[src/rtl/jtag_dm_sba.sv]
// RISC-V debug module System Bus Access engine: decodes the sbcs/sbaddress/sbdata
// DMI registers and masters the ICB bus with sized, autoincrementing accesses.
module jtag_dm_sba #(
  parameter int unsigned ADDR_W      = 32,
  parameter int unsigned DATA_W      = 32,
  parameter int unsigned TIMEOUT_CYC = 1023
) (
  input  logic                clk,
  input  logic                rst,
  input  logic                dmi_req_valid,
  output logic                dmi_req_ready,
  input  logic [5:0]          dmi_req_addr,
  input  logic [1:0]          dmi_req_op,
  input  logic [31:0]         dmi_req_data,
  output logic                dmi_rsp_valid,
  input  logic                dmi_rsp_ready,
  output logic [31:0]         dmi_rsp_data,
  output logic [1:0]          dmi_rsp_op,
  output logic                icb_cmd_valid,
  input  logic                icb_cmd_ready,
  output logic [ADDR_W-1:0]   icb_cmd_addr,
  output logic                icb_cmd_read,
  output logic [DATA_W-1:0]   icb_cmd_wdata,
  output logic [DATA_W/8-1:0] icb_cmd_wmask,
  input  logic                icb_rsp_valid,
  output logic                icb_rsp_ready,
  input  logic                icb_rsp_err,
  input  logic [DATA_W-1:0]   icb_rsp_rdata
);
  localparam int unsigned NB = DATA_W / 8;
  localparam int unsigned LB = $clog2(NB);
  localparam int unsigned TW = (TIMEOUT_CYC > 1) ? $clog2(TIMEOUT_CYC + 1) : 1;
  localparam logic [4:0] SIZES = (DATA_W == 64) ? 5'b01111 : 5'b00111;

  typedef enum logic [1:0] {IDLE, CMD, RSP} state_e;

  state_e            state_q, state_d;
  logic [ADDR_W-1:0] addr_q, addr_d;
  logic [DATA_W-1:0] data_q, data_d;
  logic              busyerr_q, busyerr_d, roa_q, roa_d, autoinc_q, autoinc_d, rod_q, rod_d;
  logic [2:0]        access_q, access_d, sberr_q, sberr_d, acc_q, acc_d;
  logic              rd_q, rd_d;
  logic [TW-1:0]     tmo_q, tmo_d;
  logic              rsp_valid_q, rsp_valid_d;
  logic [31:0]       rsp_data_q, rsp_data_d;

  logic              accept, busy, sb_reg, drop, trig, trig_rd, misalign, tmo_hit, in_cmd;
  logic [63:0]       addr64, data64;
  logic [31:0]       sbcs;
  logic [LB-1:0]     off;
  logic [DATA_W-1:0] rd_shift, rd_mask, wdata;
  logic [NB-1:0]     mask_base;

  assign busy     = (state_q != IDLE);
  assign in_cmd   = (state_q == CMD);
  assign accept   = dmi_req_valid && !rsp_valid_q;
  assign off      = addr_q[LB-1:0];
  assign sb_reg   = dmi_req_addr inside {6'h39, 6'h3A, 6'h3C, 6'h3D};
  assign drop     = busy && sb_reg && (dmi_req_op == 2'd1 || dmi_req_op == 2'd2);
  assign sbcs     = {3'd1, 6'd0, busyerr_q, busy, roa_q, access_q, autoinc_q, rod_q,
                     sberr_q, 7'(ADDR_W), SIZES};
  assign tmo_hit  = (TIMEOUT_CYC != 0) && (tmo_q + TW'(1) == TW'(TIMEOUT_CYC));
  assign rd_shift = icb_rsp_rdata >> {off, 3'b000};

  always_comb begin
    rd_mask   = '1;
    mask_base = '1;
    wdata     = data_q;
    case (acc_q)
      3'd0: begin
        rd_mask = DATA_W'(8'hFF); mask_base = NB'(1); wdata = {NB{data_q[7:0]}};
      end
      3'd1: begin
        rd_mask = DATA_W'(16'hFFFF); mask_base = NB'(3); wdata = {(NB/2){data_q[15:0]}};
      end
      3'd2: begin
        rd_mask = DATA_W'(32'hFFFF_FFFF); mask_base = NB'(15);
        wdata = {(DATA_W/32){data_q[31:0]}};
      end
      default: ;
    endcase
  end

  always_comb begin
    state_d     = state_q;
    busyerr_d   = busyerr_q;
    roa_d       = roa_q;
    access_d    = access_q;
    autoinc_d   = autoinc_q;
    rod_d       = rod_q;
    sberr_d     = sberr_q;
    acc_d       = acc_q;
    rd_d        = rd_q;
    tmo_d       = tmo_q;
    rsp_valid_d = rsp_valid_q;
    rsp_data_d  = rsp_data_q;
    addr64      = 64'(addr_q);
    data64      = 64'(data_q);
    trig        = 1'b0;
    trig_rd     = 1'b0;
    misalign    = 1'b0;

    if (rsp_valid_q && dmi_rsp_ready) rsp_valid_d = 1'b0;

    if (accept) begin
      rsp_valid_d = 1'b1;
      rsp_data_d  = '0;
      if (drop) busyerr_d = 1'b1;
      if (dmi_req_op == 2'd1) begin
        case (dmi_req_addr)
          6'h38: rsp_data_d = sbcs;
          6'h39: rsp_data_d = addr64[31:0];
          6'h3A: rsp_data_d = addr64[63:32];
          6'h3C: rsp_data_d = data64[31:0];
          6'h3D: rsp_data_d = data64[63:32];
          default: ;
        endcase
        // The read returns the old sbdata0; the bus read refills it afterwards.
        if (dmi_req_addr == 6'h3C && !busy && rod_q) begin
          trig = 1'b1; trig_rd = 1'b1;
        end
      end else if (dmi_req_op == 2'd2 && !drop) begin
        case (dmi_req_addr)
          6'h38: begin
            busyerr_d = busyerr_q & ~dmi_req_data[22];
            roa_d     = dmi_req_data[20];
            access_d  = dmi_req_data[19:17];
            autoinc_d = dmi_req_data[16];
            rod_d     = dmi_req_data[15];
            sberr_d   = sberr_q & ~dmi_req_data[14:12];
          end
          6'h39: begin
            addr64[31:0] = dmi_req_data;
            if (roa_q) begin trig = 1'b1; trig_rd = 1'b1; end
          end
          6'h3A: addr64[63:32] = dmi_req_data;
          6'h3C: begin data64[31:0] = dmi_req_data; trig = 1'b1; end
          6'h3D: data64[63:32] = dmi_req_data;
          default: ;
        endcase
      end
    end

    addr_d = addr64[ADDR_W-1:0];
    data_d = data64[DATA_W-1:0];

    case (access_q)
      3'd1: misalign = addr_d[0];
      3'd2: misalign = |addr_d[1:0];
      3'd3: misalign = |addr_d[2:0];
      default: ;
    endcase

    if (trig && sberr_q == 3'd0 && !busyerr_q) begin
      if (access_q > 3'd3 || (access_q == 3'd3 && DATA_W != 64)) sberr_d = 3'd4;
      else if (misalign) sberr_d = 3'd3;
      else begin
        state_d = CMD;
        acc_d   = access_q;
        rd_d    = trig_rd;
        tmo_d   = '0;
      end
    end

    // Bus events are applied last so a bus error beats a same-cycle W1C of sberror.
    case (state_q)
      CMD: begin
        tmo_d = tmo_q + TW'(1);
        if (tmo_hit) begin
          state_d = IDLE; sberr_d = 3'd1;
        end else if (icb_cmd_ready) state_d = RSP;
      end
      RSP: begin
        tmo_d = tmo_q + TW'(1);
        if (icb_rsp_valid) begin
          state_d = IDLE;
          if (icb_rsp_err) sberr_d = 3'd2;
          else begin
            if (rd_q) data_d = rd_shift & rd_mask;
            if (autoinc_q) addr_d = addr_q + (ADDR_W'(1) << acc_q);
          end
        end else if (tmo_hit) begin
          state_d = IDLE; sberr_d = 3'd1;
        end
      end
      default: ;
    endcase
  end

  always_ff @(posedge clk or posedge rst) begin
    if (rst) begin
      state_q     <= IDLE;
      addr_q      <= '0;
      data_q      <= '0;
      busyerr_q   <= 1'b0;
      roa_q       <= 1'b0;
      access_q    <= 3'd2;
      autoinc_q   <= 1'b0;
      rod_q       <= 1'b0;
      sberr_q     <= '0;
      acc_q       <= 3'd2;
      rd_q        <= 1'b0;
      tmo_q       <= '0;
      rsp_valid_q <= 1'b0;
      rsp_data_q  <= '0;
    end else begin
      state_q     <= state_d;
      addr_q      <= addr_d;
      data_q      <= data_d;
      busyerr_q   <= busyerr_d;
      roa_q       <= roa_d;
      access_q    <= access_d;
      autoinc_q   <= autoinc_d;
      rod_q       <= rod_d;
      sberr_q     <= sberr_d;
      acc_q       <= acc_d;
      rd_q        <= rd_d;
      tmo_q       <= tmo_d;
      rsp_valid_q <= rsp_valid_d;
      rsp_data_q  <= rsp_data_d;
    end
  end

  assign dmi_req_ready = !rsp_valid_q;
  assign dmi_rsp_valid = rsp_valid_q;
  assign dmi_rsp_data  = rsp_data_q;
  assign dmi_rsp_op    = 2'b00;
  assign icb_cmd_valid = in_cmd;
  assign icb_cmd_addr  = in_cmd ? addr_q : '0;
  assign icb_cmd_read  = in_cmd && rd_q;
  assign icb_cmd_wdata = in_cmd ? wdata : '0;
  assign icb_cmd_wmask = in_cmd ? (mask_base << off) : '0;
  assign icb_rsp_ready = 1'b1;

endmodule

[config.mk]
export PLATFORM = sky130hd
export DESIGN_NAME = jtag_dm_sba
export DESIGN_NICKNAME = d
export VERILOG_FILES = /design/src/rtl/jtag_dm_sba.sv
export SDC_FILE = /design/constraint.sdc
export NUM_CORES = 1
export LEC_CHECK = 0
export CAP_MARGIN = 40
export CORE_UTILIZATION = 50
export DETAILED_ROUTE_END_ITERATION = 8
export PLACE_DENSITY = 0.8
export RECOVER_POWER = 100
export SLEW_MARGIN = 20
export SYNTH_ARGS = -nofsm -noshare
export SYNTH_HDL_FRONTEND = slang
export SYNTH_SLANG_ARGS = --single-unit
[constraint.sdc]
create_clock -name clk -period 4.6 [get_ports clk]
set_clock_uncertainty 0.15 [all_clocks]
set_input_delay 0.69 -clock clk [delete_from_list [all_inputs] [get_ports clk]]
set_output_delay 0.69 -clock clk [all_outputs]
set_load 0.02 [all_outputs]
==> impl_metrics.py <==
metrics = {
    "global_routing": {
        "grt_pass1_wl_um": 43600,
        "grt-ovfl-total": 0,
        "antenna_found_initial": 1,
        "grtUsageTotal_pct": 35.3,
        "grt_start_max_net_pins": 56,
        "first_global_vias": 7831,
    },
    "synthesis": {
        "synth-seq-area-share_pct": 37.9,
        "synth.mux.area_fraction_pct": 9.40,
        "synthAdderAreaFrac_pct": 2.56,
        "ys_ff_latch": 123,
        "avgSynthCellArea_um2": 8.56,
        "synth_xor_area_share_pct": 0.863,
        "synth.cell_area_um2": 8120,
        "synth_edf_count": 0,
        "async_flop_share_pct": 100,
        "synthTopCellsByArea": "dfrtp_1, mux2i_1, nand2_1",
        "synth_top_area_share_pct": 37.3,
        "synth_top_family_by_area": "compound AO/OA/AOI/OAI gates",
        "synth-main-ff-cell": "dfrtp_1",
        "synthSimpleGateAreaFrac_pct": 21.3,
        "synth.top_cells.by_count": "dfrtp_1, nand2_1, a21oi_1",
        "synth_cells": 949,
        "synth_area_leader_cell": "dfrtp_1",
        "synth_compound_area_share_pct": 23.0,
        "yosys_warnings": 0,
        "synth.most_common_cell": "dfrtp_1",
        "synth_cell_types": 68,
    },
    "outcome": {
        "violations": "max-capacitance violations, max-slew violations",
        "outcome": "finished with violations",
    },
    "worst_hold_path": {
        "min_to": "dmi_rsp_data[17]",
        "min_path_type": "register to register",
        "worstHoldStart": "dmi_rsp_data[17]",
        "holdPathStages": 2,
    },
    "sta": {
        "rsz0062_at_grt": "false",
        "slew_violations": 37,
        "min_period_ns": 4.21,
        "finalCritPeriodShare_pct": 91.5,
        "setup-tns-final_ns": 0,
        "hold_viol": 0,
        "setup_violations": 0,
        "timing.slew.headroom_pct": -20.4,
        "worst_pin_slew_ns": 1.81,
        "fmax_mhz": 238,
    },
    "setup_path": {
        "reg2reg_to": "addr_q[10]",
        "ff2ff_path_depth": 10,
        "cp-start-kind": "input port",
        "endpoint_kind": "register",
        "r2r_slack_ns": 0.47,
        "critPathArrivalTime_ns": 4.39,
        "critPathMaxFanout": 14,
        "required_ns": 4.78,
        "rr_startpoint": "acc_q[1]",
        "worstPathCellList": "dlygate4sd3_1, inv_1, ha_1, nand2b_1, or4_1, nor2_1, and2_0, a211oi_1, a311oi_1",
        "worst-setup-path-type": "input port to register",
        "cp_slowest_cell": "and2_0",
        "cpPeakStageDelay_ns": 0.86,
    },
    "floorplan": {
        "core_um2": 15900,
        "die_h_um": 129,
        "die-area_um2": 16800,
        "die_w_um": 129,
        "start_util_pct": 51.1,
        "io_pins": 186,
        "rows": 46,
    },
    "power": {
        "p_leak_nw": 4.78,
        "comb_power_share_pct": 15.1,
        "seqPwrFrac_pct": 41.6,
        "p_switching_uw": 826,
        "intPower_mw": 2.05,
        "p_per_area_nw_per_um2": 270,
        "p_sw_share_pct": 28.8,
        "clock_power_share_pct": 43.2,
        "ir_drop_uv": 239,
    },
    "detailed_routing": {
        "drt_first_pass_iters": 5,
        "route.detailed.drc": 0,
        "vias": 8349,
        "drt-wirelength-per-cell_um": 21.7,
        "ant_nets": 0,
        "drtIter0Drc": 1017,
        "detail_route.vias_per_cell": 6.27,
        "routed_wl_um": 28900,
    },
    "placement": {
        "port_buffers": 182,
        "placed_cell_area_um2": 10100,
        "place_hpwl_um": 21100,
        "place_congestion": 0.958,
        "dp_cells": 1297,
    },
    "cells_and_area": {
        "area_delta_synth_final_pct": 30.9,
        "stdcell_area_um2": 10600,
        "fin_nets": 1197,
        "n_fill_cell": 1380,
        "drive_above_1_share_pct": 5.74,
        "stdcell_count": 1332,
        "multi_input_area_um2": 4640,
        "seqCellArea_um2": 3080,
    },
    "clocking": {
        "clk_latency_ns": 0.43,
        "cts_max_path_buffers": 2,
        "cts_tree": "yes",
        "cts_resized": 0,
        "cts-root-buf": "clkbuf_16",
        "cts-buffers-inserted": 17,
        "clk_pin_slew_ns": 0.06,
        "cts_setup_buffers": 0,
        "htreeDepth": 4,
        "clock_sinks": 123,
        "hold_buffers": 0,
    },
    "run": {
        "cap_violations": 2,
    },
}
power groups by stage:
| stage | sequential, mW | combinational (mW) | clock (mW) |
|---|---|---|---|
| floorplan | 1.19 | 0.251 | 0 |
| finish | 1.20 | 0.434 | 1.24 |
| global placement | 1.21 | 0.428 | 0 |
| detailed placement | 1.21 | 0.436 | 0 |
| global route | 1.20 | 0.467 | 1.28 |
| CTS | 1.19 | 0.439 | 1.24 |
state kept, by name (all words and copies together) (netlist names), 2 cells and up:
signal        flops
sberr_q           3
dmi_rsp_data     32
state_q           2
addr_q           32
data_q           32
acc_q             3
access_q          3
tmo_q            10
kinds of logic (layout without fill, tap and decap cells):
| kind of cell | Yosys count | count (layout) |
|---|---|---|
| AOI/OAI and AO/OA | 285 | 285 |
| muxes | 75 | 75 |
| xor gates and xnor gates | 8 | 8 |
| adders and majority gates | 16 | 16 |
| buffers and inverters | 96 | 261 |
| DFF | 123 | 123 |
| other | 2 | 4 |
| and+or+nand+nor | 344 | 344 |
placed cells by master (no fill, tap or decap), drive strengths merged, types with 18 or more instances in the layout:
cell,Yosys,layout
nor2,67,67
dlygate4sd3,0,105
nand3,21,21
a21oi,78,78
clkbuf,53,29
nand2,120,120
clkdlybuf4s50,0,77
a21boi,18,18
inv,23,23
o22ai,19,19
a211oi,20,20
o21ai,57,57
mux2i,65,65
and2,47,47
dfrtp,121,121
layer usage:
| metal | global-route usage, % | vias up | share of wire (%) |
|---|---|---|---|
| li1 | - | 3734 | - |
| met1 | 46.5 | 3972 | 40 |
| met2 | 54.6 | 557 | 45 |
| met3 | 9.41 | 86 | 11 |
| met4 | 16.0 | 0 | 3.6 |
| met5 | 0 | - | 0 |
how the worst max path moves through the flow:
| stage | from | to | slack [ns] | cells after the start |
|---|---|---|---|---|
| 2_1_floorplan | rst | acc_q[0] | 0.49 | 1 |
| 3_3_place_gp | dmi_req_op[1] | tmo_q[0] | 0.82 | 9 |
| 3_5_place_dp | acc_q[1] | addr_q[10] | 0.67 | 10 |
| 4_1_cts | acc_q[1] | addr_q[10] | 0.67 | 10 |
| 5_1_grt | dmi_req_op[1] | addr_q[18] | 0.17 | 9 |
| 6_report | dmi_req_op[1] | addr_q[18] | 0.39 | 9 |
cell type report:
cell class / instances / share of cell area (%)
Multi-Input combinational cell: 731 / 43.6
Sequential cell: 123 / 29.0
Timing Repair Buffer: 205 / 18.9
Clock buffer: 22 / 4.46
Tap cell: 216 / 2.54
Inverter: 24 / 0.859
Clock inverter: 10 / 0.636
Antenna cell: 1 / 0.0235
critical path: cells and delay by family:
kind,cells,cell delay [ns]
AOI/OAI and AO/OA,2,0.39
adders and majority gates,1,0.22
buffers and inverters,2,0.60
and+or+nand+nor,4,2.48
stage by stage:
step           hold WS [ns]  setup slack (ns)  total power, mW  utilization (%)
3_5_place_dp          0.322             0.672             1.65             63.8
4_1_cts               0.335             0.667             2.87             67.2
3_3_place_gp          0.313             0.815             1.64             63.6
5_1_grt               0.352             0.170             2.96             66.9
6_report              0.324             0.391             2.87             66.9
2_1_floorplan         0.317             0.492             1.44                -
No activity file was read; power rests on OpenSTA's default activity.
